<file path="src/rtl/outpass4_handshake_tx.sv">
// Fabric-to-pad 4-bit transmit BEL: valid/ready handshake to external pins, either
// through a small first-word-fall-through FIFO or as a zero-latency combinational bypass.
module outpass4_handshake_tx #(
  parameter int DEPTH        = 4,
  parameter int NoConfigBits = 2
) (
  input  logic                      UserCLK,
  input  logic                      UserRSTn,
  input  logic [3:0]                I,
  input  logic                      I_valid,
  output logic                      I_ready,
  output logic [3:0]                O,
  output logic                      O_valid,
  input  logic                      O_ready,
  output logic [$clog2(DEPTH):0]    Level,
  input  logic [NoConfigBits-1:0]   ConfigBits
);

  localparam int PtrW = $clog2(DEPTH);
  localparam int LvlW = PtrW + 1;
  localparam logic [LvlW-1:0] FullCount = LvlW'(DEPTH);

  logic            buffered;
  logic            holdLast;
  logic [3:0]      fifoMem [DEPTH];
  logic [PtrW-1:0] wrPtrReg;
  logic [PtrW-1:0] rdPtrReg;
  logic [LvlW-1:0] countReg;
  logic [LvlW-1:0] countNext;
  logic [3:0]      lastWordReg;
  logic            bufIReady;
  logic            bufOValid;
  logic            push;
  logic            pop;
  logic [3:0]      headWord;
  logic [3:0]      emptyWord;

  assign buffered = ConfigBits[0];
  assign holdLast = ConfigBits[1];

  // Ready depends only on registered occupancy so the fabric never sees a pad-to-fabric path.
  assign bufIReady = (countReg != FullCount);
  assign bufOValid = (countReg != '0);
  assign push      = buffered & I_valid & bufIReady;
  assign pop       = buffered & bufOValid & O_ready;
  assign headWord  = fifoMem[rdPtrReg];
  assign emptyWord = holdLast ? lastWordReg : 4'b0000;

  always_comb begin
    countNext = countReg;
    case ({push, pop})
      2'b10:   countNext = countReg + 1'b1;
      2'b01:   countNext = countReg - 1'b1;
      default: countNext = countReg;
    endcase
  end

  always_ff @(posedge UserCLK or negedge UserRSTn) begin
    if (!UserRSTn) begin
      wrPtrReg    <= '0;
      rdPtrReg    <= '0;
      countReg    <= '0;
      lastWordReg <= 4'b0000;
    end else if (!buffered) begin
      wrPtrReg    <= '0;
      rdPtrReg    <= '0;
      countReg    <= '0;
      lastWordReg <= 4'b0000;
    end else begin
      if (push) wrPtrReg <= wrPtrReg + 1'b1;
      if (pop) begin
        rdPtrReg    <= rdPtrReg + 1'b1;
        lastWordReg <= headWord;
      end
      countReg <= countNext;
    end
  end

  // Storage is only observable through a nonzero count, so it needs no reset.
  genvar gi;
  generate
    for (gi = 0; gi < DEPTH; gi++) begin : gEntry
      always_ff @(posedge UserCLK) begin
        if (push && (wrPtrReg == PtrW'(gi))) fifoMem[gi] <= I;
      end
    end
  endgenerate

  always_comb begin
    if (buffered) begin
      O       = bufOValid ? headWord : emptyWord;
      O_valid = bufOValid;
      I_ready = bufIReady;
      Level   = countReg;
    end else begin
      O       = I;
      O_valid = I_valid;
      I_ready = O_ready;
      Level   = '0;
    end
  end

endmodule

</file>
<file path="config.mk">
export PLATFORM = sky130hd
export DESIGN_NAME = outpass4_handshake_tx
export DESIGN_NICKNAME = d
export VERILOG_FILES = /design/src/rtl/outpass4_handshake_tx.sv
export SDC_FILE = /design/constraint.sdc
export NUM_CORES = 1
export LEC_CHECK = 0
export CORE_MARGIN = 3
export CORE_UTILIZATION = 54
export DETAILED_ROUTE_END_ITERATION = 16
export GPL_TIMING_DRIVEN = 0
export HOLD_SLACK_MARGIN = 0.12
export PLACE_DENSITY = 0.89
export RECOVER_POWER = 25
export SYNTH_ARGS = -nofsm -noshare
export SYNTH_HDL_FRONTEND = slang
export SYNTH_SLANG_ARGS = --single-unit
</file>
<file path="constraint.sdc">
create_clock -name UserCLK -period 2.6 [get_ports UserCLK]
set_input_delay 0.65 -clock UserCLK [delete_from_list [all_inputs] [get_ports UserCLK]]
set_output_delay 0.65 -clock UserCLK [all_outputs]
set_load 0.005 [all_outputs]
</file>
Yosys cells after proc, flatten, opt, wreduce, memory -nomap -nowiden. Memories as Yosys holds them, arrays and structs flattened. Cells that the tools add are included. Widths: inputs -> output; s select.

Register bits: 11. Output and inout bits: 9. Memory bits (writable): 16. Input bits: 10. Memories: 1.

Equality and inequality tests: 9. Multiplexer cells: 31. $add $sub $neg: 4. Bitwise gates (word level): 4. Reductions and logical operators: 9.

Memory list: fifoMem (depth 4, bits a word 4, read ports 1, clocked after memory_dff 0, write ports 1, line 25) `logic [3:0] fifoMem [DEPTH];`.

Operators by type and width (number): $mux 4 (8); $mux 2 (7); $mux 1 (13); $reduce_or 4->1 (3); $eq 2x2->1 const B (3); $mux 3 (2); $pmux 3 s2 (1); $add 2x1->2 const B (2); $and 1x1->1 (4); $eq 2x1->1 const B (2); $logic_and 1x1->1 (4); $ne 2x1->1 const B (2); $add 3x1->3 const B (1); $ne 3x1->1 const B (1); $ne 3x3->1 const B (1); $reduce_bool 3->1 (1); $sub 3x1->3 const B (1); $logic_not 2->1 (1).

Depth between registers and ports, before layout.
Depth after elaboration: 9. Mapped depth: 8. Gate-level depth less buffers: 7.

Worst setup path before layout. Ideal clock, no wire load.

Kind: input -> register. Start: input port ConfigBits[0]. End: register countReg[1]. Arrival: 2.376 ns. Data required time: 2.535 ns. Setup time: 0.065 ns. Buffers on the path: 1. Path slack: 0.159 ns. Stages on the path: 8. Cell sequence: clkbuf_1 nand2_1 nor2_2 nor4_2 fa_1 or4b_1 o21ai_1 o21a_1.

Word-level cells in the longest chain between the ends: 5. Elaborated cells on any way between the ends: 9. Classes of those cells: 3 x eq/ne; 2 x mux; 4 x bitwise.

Ends and longest elaborated chain: start, declared (line 16) `input logic [NoConfigBits-1:0] ConfigBits`; $and 1x1->1 (on tied branches) (2 in a row) (line 45, 44); $eq 2x1->1 / $eq 2x2->1 (equally long branches) (line 51) `case ({push, pop})`; $pmux 3 s2 (line 51); $mux 3 (line 64) `end else if (!buffered) begin`; end signal, assigned (line 75) `countReg <= countNext;`; end, declared (line 28) `logic [LvlW-1:0] countReg;`.

Several ways; a longest one is shown, not always the timed one. A chain may end at the register's enable or synchronous reset.

Worst setup path in the final report.
Start: register countReg[0]. End: output port O[0].

Word-level cells in the longest chain between the ends: 3.

Ends and longest elaborated chain: $reduce_bool 3->1 (line 43) `assign bufOValid = (countReg != '0);`; $mux 4 (line 91) `O = bufOValid ? headWord : emptyWord;`; $mux 4 (line 90) `if (buffered) begin`; end, declared (line 12) `output logic [3:0] O,`.

No other way between the ends.

==> impl_metrics.csv <==
group,metric,value,unit
route,vias,1223,
worst_setup_path,start_kind,"flop",
flow_run,drv_cap,0,
global_route,met1_usage,30.2,%
placed_design,dp_hpwl,2250,µm
sta,finalMaxSlewViolations,0,
cts,cts_buffer_depth,2,
floorplanning,coreArea,2540,µm²
worst_setup_path,ff2ff_path_depth,9,
power_and_ir_drop,total_power,1.12,mW
cts,cts.sinks,27,
finish,area_growth,24.7,%
route,first_iter_violations,87,
worst_hold_path,hold_class,"reg -> reg",
route,viasPerCell,6.24,
logic_synthesis,yosysTopAreaCellShare,32.6,%
global_route,grt_busiest_layer,"met2",
logic_synthesis,synthCells,135,
floorplanning,rows,18,
logic_synthesis,synth-simple-area-share,17.1,%
logic_synthesis,syn_nets,150,
logic_synthesis,seq_area_frac_synth,51.3,%
logic_synthesis,synthAdderAreaFrac,4.75,%
sta,fin_ws,0.0396,ns
worst_setup_path,critPathKind,"reg -> out",
placed_design,io_buffers,17,
route,ant_nets,0,
logic_synthesis,avgSynthCellArea,10.9,µm²
sta,slew_headroom,63.5,%
status,status,"finished, final reports clean",
power_and_ir_drop,leakage,0.749,nW
worst_setup_path,timing.rr.start,"countReg[0]",
global_route,grt_start_max_net_pins,18,
worst_hold_path,worstHoldStart,"lastWordReg[1]",
cts,cts_tree,"yes",
floorplanning,start_util,57.9,%
worst_setup_path,r2r_slack,0.12,ns
sta,fin_crit,2.56,ns
route,firstDrtPassIters,4,
logic_synthesis,synthArstFlopShare,40.7,%
floorplanning,die-area,3390,µm²
floorplanning,die_w,58.2,µm
worst_setup_path,crit_fanout,4,
sta,tightest_slew,0.546,ns
finish,antenna-diode-count,0,
global_route,grt_usage,22.5,%
placed_design,place_inst,182,
logic_synthesis,synth-compound-area-share,13.2,%
power_and_ir_drop,max-vdd-ir-drop,0.000343,V
worst_setup_path,cp_common_cell,"buf_4",
placed_design,preCtsSetupSlack,-0.586,ns
sta,finalSetupViolCount,0,
logic_synthesis,synth.area.mux_share,6.79,%
logic_synthesis,netlist_top_cells_count,"edfxtp_1 (16), nand2_1 (12), dfrtp_1 (11)",
worst_setup_path,cp.required,1.95,ns
power_and_ir_drop,power-per-cell-area,607,nW/µm²
global_route,antenna_found_initial,0,
placed_design,routabilityCongestion,0.979,
floorplanning,die_y,58.2,µm
sta,hold_viol_final,0,
logic_synthesis,synth.distinct_cells,39,
logic_synthesis,yosys-top-cells-area,"edfxtp_1 (33%), dfrtp_1 (19%), mux4_2 (6.1%)",
finish,post-route-util,72.2,%
route,wirelength,3470,µm
route,drc,0,
sta,skew,0.00635,ns
logic_synthesis,yosysWarnings,0,
cts,cts_hold_buf,0,
floorplanning,ioPinCount,19,
logic_synthesis,synth_area,1470,µm²
sta,fin_tns_setup,0,ns
global_route,grtUsageMet3,3.79,%
sta,min_period_over_period,98.5,%
global_route,met2_usage,35.6,%
logic_synthesis,synth-edff-count,16,
finish,finalNonFillerCells,196,
logic_synthesis,synth_xor_area_share,1.78,%
route,wire_per_inst,17.7,µm
worst_setup_path,cp-startpoint,"countReg[0]",
cts,htreeDepth,1,
worst_setup_path,endpoint_kind,"primary output",
worst_setup_path,path_cells,"buf_4 > nor3_4 > buf_4 > buf_4 > a31oi_1 > a21oi_1 > clkdlybuf4s15_1",
logic_synthesis,yosysMostFrequentCell,"edfxtp_1",
worst_setup_path,cp_slowest_cell,"dfrtp_2",
worst_setup_path,worstPathArrival,1.91,ns
worst_setup_path,cp_slowest_stage_delay,0.46,ns
worst_hold_path,holdPathStages,2,
finish,fin_nets,182,
finish,drive_above_1_share,22.3,%
logic_synthesis,synth_top_family_by_area,"simple AND/OR/NAND/NOR gates",
logic_synthesis,synth_top_area_cell,"edfxtp_1",
worst_hold_path,worstHoldEndpoint,"lastWordReg[1]",
logic_synthesis,synth_seq_cells,27,
worst_setup_path,reg2reg_to,"countReg[1]",
cts,clock_latency,0.34,ns
global_route,grt_overflow,0,
cts,path_clk_slew,0.16,ns
sta,fmax,391,MHz
logic_synthesis,ys.flop_type,"edfxtp_1",
global_route,grt_pass1_wl,5740,µm
cts,cts_buffers,3,
cts,root_buffer,"clkbuf_4",
global_route,grt_pass1_vias,1243,
==> worst max path at each step <==
| stage | end | slack [ns] | cells past startpoint |
|---|---|---|---|
| after floorplan | countReg[1] | 0.16 | 8 |
| after global placement | countReg[1] | -0.50 | 9 |
| after detailed placement | countReg[1] | -0.59 | 9 |
| after CTS | O[3] | 0.004 | 5 |
| after global routing | O[0] | -0.06 | 7 |
| final | O[0] | 0.04 | 7 |
==> critical path: cells and delay by family (launching register included) <==
| kind | cells | cell delay, ns |
|---|---|---|
| DFF | 1 | 0.46 |
| and+or+nand+nor | 1 | 0.25 |
| buffers and inverters | 4 | 0.62 |
| AOI/OAI and AO/OA | 2 | 0.24 |
==> cells in the final DEF, fill, tap and decap left out, types with 2 or more instances in the layout <==
cell,n
edfxtp_1,16
nand2_1,12
buf_4,11
nor2_1,9
dfrtp_1,9
a21oi_1,8
and2_1,8
o21ai_1,7
inv_1,6
clkdlybuf4s50_1,6
a31oi_1,5
nand3_1,5
mux4_2,4
clkbuf_4,4
ha_1,4
dlygate4sd2_1,4
buf_6,3
buf_2,3
o22ai_1,3
dlygate4sd3_1,3
dlymetal6s2s_1,3
clkbuf_2,2
xnor2_1,2
dfrtp_2,2
==> per-layer routing <==
layer / wire (µm) / part of all wire, % / vias to the layer above
met2: 1750 / 50 / 73
met4: 68 / 2.0 / 0
met3: 286 / 8.2 / 9
met1: 1360 / 39 / 590
li1: - / - / 551
met5: 0 / 0 / -
==> sequential cells by signal (all words and copies together) (netlist names) <==
| name | cells |
|---|---|
| countReg | 3 |
| fifoMem | 16 |
| lastWordReg | 4 |
| rdPtrReg | 2 |
| wrPtrReg | 2 |
==> cell families after synthesis <==
kind of cell | after synthesis
compound gates | 31
xor+xnor | 3
fa+ha+maj | 5
buf+inv | 18
flops | 27
mux | 5
simple gates | 46
==> what timing repair did <==
action / CTS / global route
buffers inserted: 8 / 2
pin swaps: 3 / 3
endpoints found under the setup margin: 9 / 6
gates cloned: 0 / 0
gates resized for setup: 20 / 9
==> through the flow <==
stage / cell area [µm²] / hold WS (ns)
3_3_place_gp: 1680 / 0.516
5_1_grt: 1840 / 0.584
3_5_place_dp: 1680 / 0.523
6_report: 1840 / 0.541
4_1_cts: 1810 / 0.544
2_1_floorplan: 1470 / 0.354
==> power by group <==
group          internal, mW  switching, mW  total [mW]
combinational         0.200          0.205       0.405
sequential            0.490         0.0225       0.513
clock                0.0630          0.135       0.198
==> cell type report <==
| cell class | count | area [µm²] |
|---|---|---|
| well taps | 30 | 37.5 |
| clock buffers | 3 | 22.5 |
| fillers | 175 | 707 |
| repair buffers | 27 | 248 |
| inverters | 8 | 31.3 |
| clock inverters | 1 | 8.76 |
| flip-flops and latches | 27 | 758 |
| multi-input cells | 90 | 658 |
| plain buffers | 10 | 73.8 |
Power figures use the tool's default switching activity.
